`config.mk`:
```
export PLATFORM = sky130hd
export DESIGN_NAME = md5_padder
export DESIGN_NICKNAME = d
export VERILOG_FILES = /design/src/rtl/md5_padder.sv
export SDC_FILE = /design/constraint.sdc
export NUM_CORES = 1
export LEC_CHECK = 0
export ABC_AREA = 1
export CAP_MARGIN = 25
export CORE_MARGIN = 2
export CORE_UTILIZATION = 56
export CTS_CLUSTER_SIZE = 24
export DETAILED_ROUTE_END_ITERATION = 12
export GPL_ROUTABILITY_DRIVEN = 0
export PLACE_DENSITY_LB_ADDON = 0.15
export SYNTH_ARGS = -nofsm -noshare
export SYNTH_HDL_FRONTEND = slang
export SYNTH_SLANG_ARGS = --single-unit
```
`constraint.sdc`:
```
create_clock -name clk_i -period 2.4 [get_ports clk_i]
set_input_delay 0.36 -clock clk_i [delete_from_list [all_inputs] [get_ports clk_i]]
set_output_delay 0.36 -clock clk_i [all_outputs]
set_load 0.01 [all_outputs]
```
`src/rtl/md5_padder.sv`:
```
// md5_padder: RFC 1321 padding stage feeding 16-word blocks to the MD5 core, one word per cycle.
// Optional macro MD5_PAD_BYTESWAP_EN: input words are big-endian and are byte-swapped on entry.
module md5_padder #(
  parameter int LEN_W     = 64,
  parameter int BLK_CNT_W = 16
) (
  input  logic                 clk_i,
  input  logic                 rst_i,
  input  logic [31:0]          in_data_i,
  input  logic                 in_valid_i,
  input  logic                 in_last_i,
  input  logic [2:0]           in_nbytes_i,
  output logic                 in_ready_o,
  output logic [31:0]          out_word_o,
  output logic                 out_valid_o,
  input  logic                 out_ready_i,
  output logic                 out_sob_o,
  output logic                 out_eob_o,
  output logic                 out_eom_o,
  output logic [BLK_CNT_W-1:0] blocks_o
);

  typedef enum logic [2:0] {
    S_DATA,
    S_PAD80,
    S_ZERO,
    S_LEN_LO,
    S_LEN_HI
  } state_t;

  state_t               r_state;
  logic [3:0]           r_idx;
  logic [LEN_W-1:0]     r_bitLen;
  logic                 r_msgDone;
  logic [31:0]          r_word;
  logic                 r_valid;
  logic                 r_sob;
  logic                 r_eob;
  logic                 r_eom;
  logic [BLK_CNT_W-1:0] r_blocks;

  logic                 w_advance;
  logic                 w_accept;
  logic                 w_eobXfer;
  logic [31:0]          w_inWord;
  logic [31:0]          w_lastWord;
  logic [2:0]           w_nbytes;
  logic [63:0]          w_lenExt;
  state_t               w_afterPad;

`ifdef MD5_PAD_BYTESWAP_EN
  assign w_inWord = {in_data_i[7:0], in_data_i[15:8], in_data_i[23:16], in_data_i[31:24]};
`else
  assign w_inWord = in_data_i;
`endif

  assign w_nbytes   = (in_nbytes_i > 3'd4) ? 3'd4 : in_nbytes_i;
  assign w_advance  = !r_valid || out_ready_i;
  assign in_ready_o = (r_state == S_DATA) && w_advance && !rst_i;
  assign w_accept   = in_ready_o && in_valid_i;
  assign w_eobXfer  = r_valid && r_eob && out_ready_i;
  assign w_lenExt   = 64'(r_bitLen);

  // The pad word's own index decides whether the length fits in this block or spills into a new one.
  assign w_afterPad = (r_idx == 4'd13) ? S_LEN_LO : S_ZERO;

  always_comb begin
    w_lastWord = 32'h0;
    for (int b = 0; b < 4; b++) begin
      if (3'(b) < w_nbytes) begin
        w_lastWord[8*b +: 8] = w_inWord[8*b +: 8];
      end else if (3'(b) == w_nbytes) begin
        w_lastWord[8*b +: 8] = 8'h80;
      end
    end
  end

  always_ff @(posedge clk_i) begin
    if (rst_i) begin
      r_state   <= S_DATA;
      r_idx     <= 4'd0;
      r_bitLen  <= '0;
      r_msgDone <= 1'b0;
      r_word    <= 32'h0;
      r_valid   <= 1'b0;
      r_sob     <= 1'b0;
      r_eob     <= 1'b0;
      r_eom     <= 1'b0;
      r_blocks  <= '0;
    end else begin
      if (w_advance) begin
        r_valid <= 1'b1;
        r_sob   <= (r_idx == 4'd0);
        r_eob   <= (r_idx == 4'd15);
        r_eom   <= 1'b0;
        case (r_state)
          S_DATA: begin
            if (in_valid_i) begin
              r_idx <= r_idx + 4'd1;
              if (in_last_i && (w_nbytes != 3'd4)) begin
                r_word   <= w_lastWord;
                r_bitLen <= r_bitLen + LEN_W'({w_nbytes, 3'b000});
                r_state  <= w_afterPad;
              end else begin
                r_word   <= w_inWord;
                r_bitLen <= r_bitLen + LEN_W'(32);
                if (in_last_i) begin
                  r_state <= S_PAD80;
                end
              end
            end else begin
              r_valid <= 1'b0;
              r_sob   <= 1'b0;
              r_eob   <= 1'b0;
            end
          end
          S_PAD80: begin
            r_word  <= 32'h0000_0080;
            r_idx   <= r_idx + 4'd1;
            r_state <= w_afterPad;
          end
          S_ZERO: begin
            r_word <= 32'h0;
            r_idx  <= r_idx + 4'd1;
            if (r_idx == 4'd13) begin
              r_state <= S_LEN_LO;
            end
          end
          S_LEN_LO: begin
            r_word  <= w_lenExt[31:0];
            r_idx   <= r_idx + 4'd1;
            r_state <= S_LEN_HI;
          end
          S_LEN_HI: begin
            r_word    <= w_lenExt[63:32];
            r_eom     <= 1'b1;
            r_idx     <= r_idx + 4'd1;
            r_bitLen  <= '0;
            r_msgDone <= 1'b1;
            r_state   <= S_DATA;
          end
          default: begin
            r_valid <= 1'b0;
            r_state <= S_DATA;
          end
        endcase
      end

      // The finished message's count stays visible until the next message's first word arrives.
      if (w_accept && r_msgDone) begin
        r_blocks  <= '0;
        r_msgDone <= 1'b0;
      end else if (w_eobXfer && (r_blocks != {BLK_CNT_W{1'b1}})) begin
        r_blocks <= r_blocks + 1'b1;
      end
    end
  end

  assign out_word_o  = r_word;
  assign out_valid_o = r_valid;
  assign out_sob_o   = r_sob;
  assign out_eob_o   = r_eob;
  assign out_eom_o   = r_eom;
  assign blocks_o    = r_blocks;

endmodule

```
==> results.md <==
* Worst-path clk slew at 50 ps
* Worst setup SP type: input pin
* Via count at 8887
* Hold Startpoint: r_msgDone$_SDFFE_PP0P_
* IO Pins at 93
* Worst-Margin Slew at 646 ps
* Clock buffer depth at 2
* Starting density of the core at 0.568
* Largest net degree at the start of global routing at 58
* Status: complete, no violations
* Area contributors post-synth: dfxtp_1 (32%), nand2_1 (16%), nor2_1 (11%), inv_1 (6.1%), nand3_1 (6.1%)
* Final Hold Vio Count at 0
* Max H-tree Level at 4
* Worst hold margin at 464 ps
* Cell taking the most area after synthesis: dfxtp_1
* Number of global-route vias before repair at 8000
* Post-DP HPWL at 19400 um
* Initial antenna violation count at 0
* Die Footprint at 14300 um2
* Clock latency on the worst-skew pair at 430 ps
* Post-synth top area share at 0.325
* Critical path type: input pin to primary output
* Flops & latches, synth at 121
* Fillers at 1140
* Root Buffer: clkbuf_16
* Critical path required time at 2040 ps
* Post-route ant nets at 0
* Count leader, synth: nand2_1
* Multi-input logic area at 4360 um2
* Synth Flop Type: dfxtp_1
* CTS sink count at 121
* DIE WIDTH at 119 um
* Worst setup path end: in_ready_o
* Drt via density at 5.84
* Synth warn at 0
* Fmax at 445 MHz
* Total Routing Usage GR at 0.363
* Share of the clock period used by the worst path at 0.936
* Min Tclk post-route at 2250 ps
* Share of cells above drive strength 1 at 0.0728
* Critical Path Start: out_ready_i
* Syn Nets at 1264
* Die Span Y at 119 um
* Drt pass-1 iters at 7
* CP max-delay cell: clkdlybuf4s50_1
* Worst Path Max Fanout at 6
* Hold Crit Class: flop to flop
* # DRC at 0
* Input/output buffers at 92
* Async SR Flop Fraction at 0
* Post-synthesis cell count at 1215
* Place WS at -157 ps
* Average wire per standard cell at 16.8 um
* Leak Pwr at 3.61 nW
* Global-route wire length before repair at 40800 um
* Inserted Diodes at 0
* Crit-path cells: clkdlybuf4s50_1, inv_1, nand2_2, inv_1, nor3_1, clkdlybuf4s50_1
* Worst EP arrival at 1890 ps
* Relative slew margins at 0.565
* Number of DRC markers in iteration 0 at 1187
* Layout Nets at 1383
* Pwr/cell area at 923 nW/um2
* Final Routed Wirelength at 25600 um
* Number of buffers created by CTS at 17
* Worst r2r path cells at 9
* Max incr delay on CP at 580 ps
* Post-synthesis sequential area ratio at 0.325
* Synth top cells by count: nand2_1 (314), nor2_1 (223), inv_1 (122), dfxtp_1 (121), nand3_1 (91)
* RR Startpoint: r_bitLen[3]$_SDFFE_PP0P_
* R2R Path End: r_bitLen[25]$_SDFFE_PP0P_
* RSZ-0062 raised after global routing: no
* Syn-to-layout area delta at 25.9%
* Distinct cells, synth at 41
* Total congestion overflow at 0
* Core area at 13100 um2
* Final setup fails at 0
* Reg-to-reg slack, setup at 330 ps
* Max Cap Violations at 0
* Row cnt at 42
* Worst VDD drop at 0.577 mV
* Avg Cell Area, Syn at 6.14 um2
* Max Clock Skew at 9.06 ps
* Final slew viol count at 0
* CTS tree: done
* Crit path capture type: primary output
* Netlist Area Pre-Place at 7460 um2
* Min setup slack post-route at 154 ps
* Reg area at 2420 um2
* Post-synth EDFFs at 0
flip-flops by register name, summed over array words and instances (netlist names), 3 cells and up:
name / flops
r_bitLen: 61
r_idx: 4
out_word_o: 32
blocks_o: 16
r_state: 3
cells by family after synthesis:
logic type | share of synthesized area
flops | 0.325
xor+xnor | 0.00469
simple gates | 0.410
compound gates | 0.153
buf+inv | 0.0919
fa+ha+maj | 0.0161
routing by layer:
layer  global-route usage  part of all wire  vias up
met2                0.548              0.43      570
met3               0.0905              0.11      128
met1                0.469              0.40     3960
met4                0.209             0.057        0
li1                     -                 -     4229
met5                    0                 0        -
timing repair:
item | in CTS | in global routing
hold buffers | 0 | 0
gates resized for setup | 0 | 3
setup endpoints to repair | 0 | 5
setup buffers | 0 | 1
critical path, delay by kind of cell:
family	cells	cell delay, ps
AND/OR/NAND/NOR	2	340
buffers and inverters	4	1190
how the worst min path moves through the flow:
stage | end | slack, ps | cells past startpoint
4_1_cts | r_msgDone$_SDFFE_PP0P_ | 450 | 2
2_1_floorplan | r_msgDone$_SDFFE_PP0P_ | 430 | 2
5_1_grt | r_msgDone$_SDFFE_PP0P_ | 480 | 2
6_report | r_msgDone$_SDFFE_PP0P_ | 460 | 2
3_3_place_gp | r_msgDone$_SDFFE_PP0P_ | 430 | 2
3_5_place_dp | r_msgDone$_SDFFE_PP0P_ | 450 | 2
report_power, final:
part           total, W  internal (W)  leakage (nW)  switching, W
logic           0.00329       0.00135          2.33       0.00194
registers       0.00269       0.00240         0.985      0.000296
clock network   0.00269       0.00174         0.297      0.000957
layout by cell type (no fill, tap or decap), types with 7 or more instances in the layout:
master           count
clkbuf_16           17
o21ai_0             64
nand4_1             31
nor2_1             223
ha_1                 8
a31oi_1              7
inv_1              121
o21bai_1             9
nor3_1              27
a21oi_1             74
clkdlybuf4s50_1     92
o211ai_1            16
dfxtp_1            121
nand3_1             91
buf_4               42
nand2_1            314
nand3b_1             7
through the flow:
stage,util,cell area (um2),cells,TNS [ps],total power [W]
after floorplan,-,7460,1215,0,0.00456
after detailed placement,0.667,8760,1490,-2560,0.00591
after global routing,0.715,9400,1523,0,0.00909
final,0.715,9400,1523,0,0.00867
after CTS,0.714,9380,1522,0,0.00861
after global placement,0.667,8760,1490,-1490,0.00586
cell type report:
| class | count | share of cell area |
|---|---|---|
| multi-input combinational | 931 | 0.464 |
| tap | 176 | 0.0234 |
| clock inverter | 11 | 0.0153 |
| sequential | 121 | 0.258 |
| clock buffer | 21 | 0.0511 |
| inverter | 126 | 0.0503 |
| timing repair buffer | 137 | 0.138 |
No activity file was read; power rests on OpenSTA's default activity.
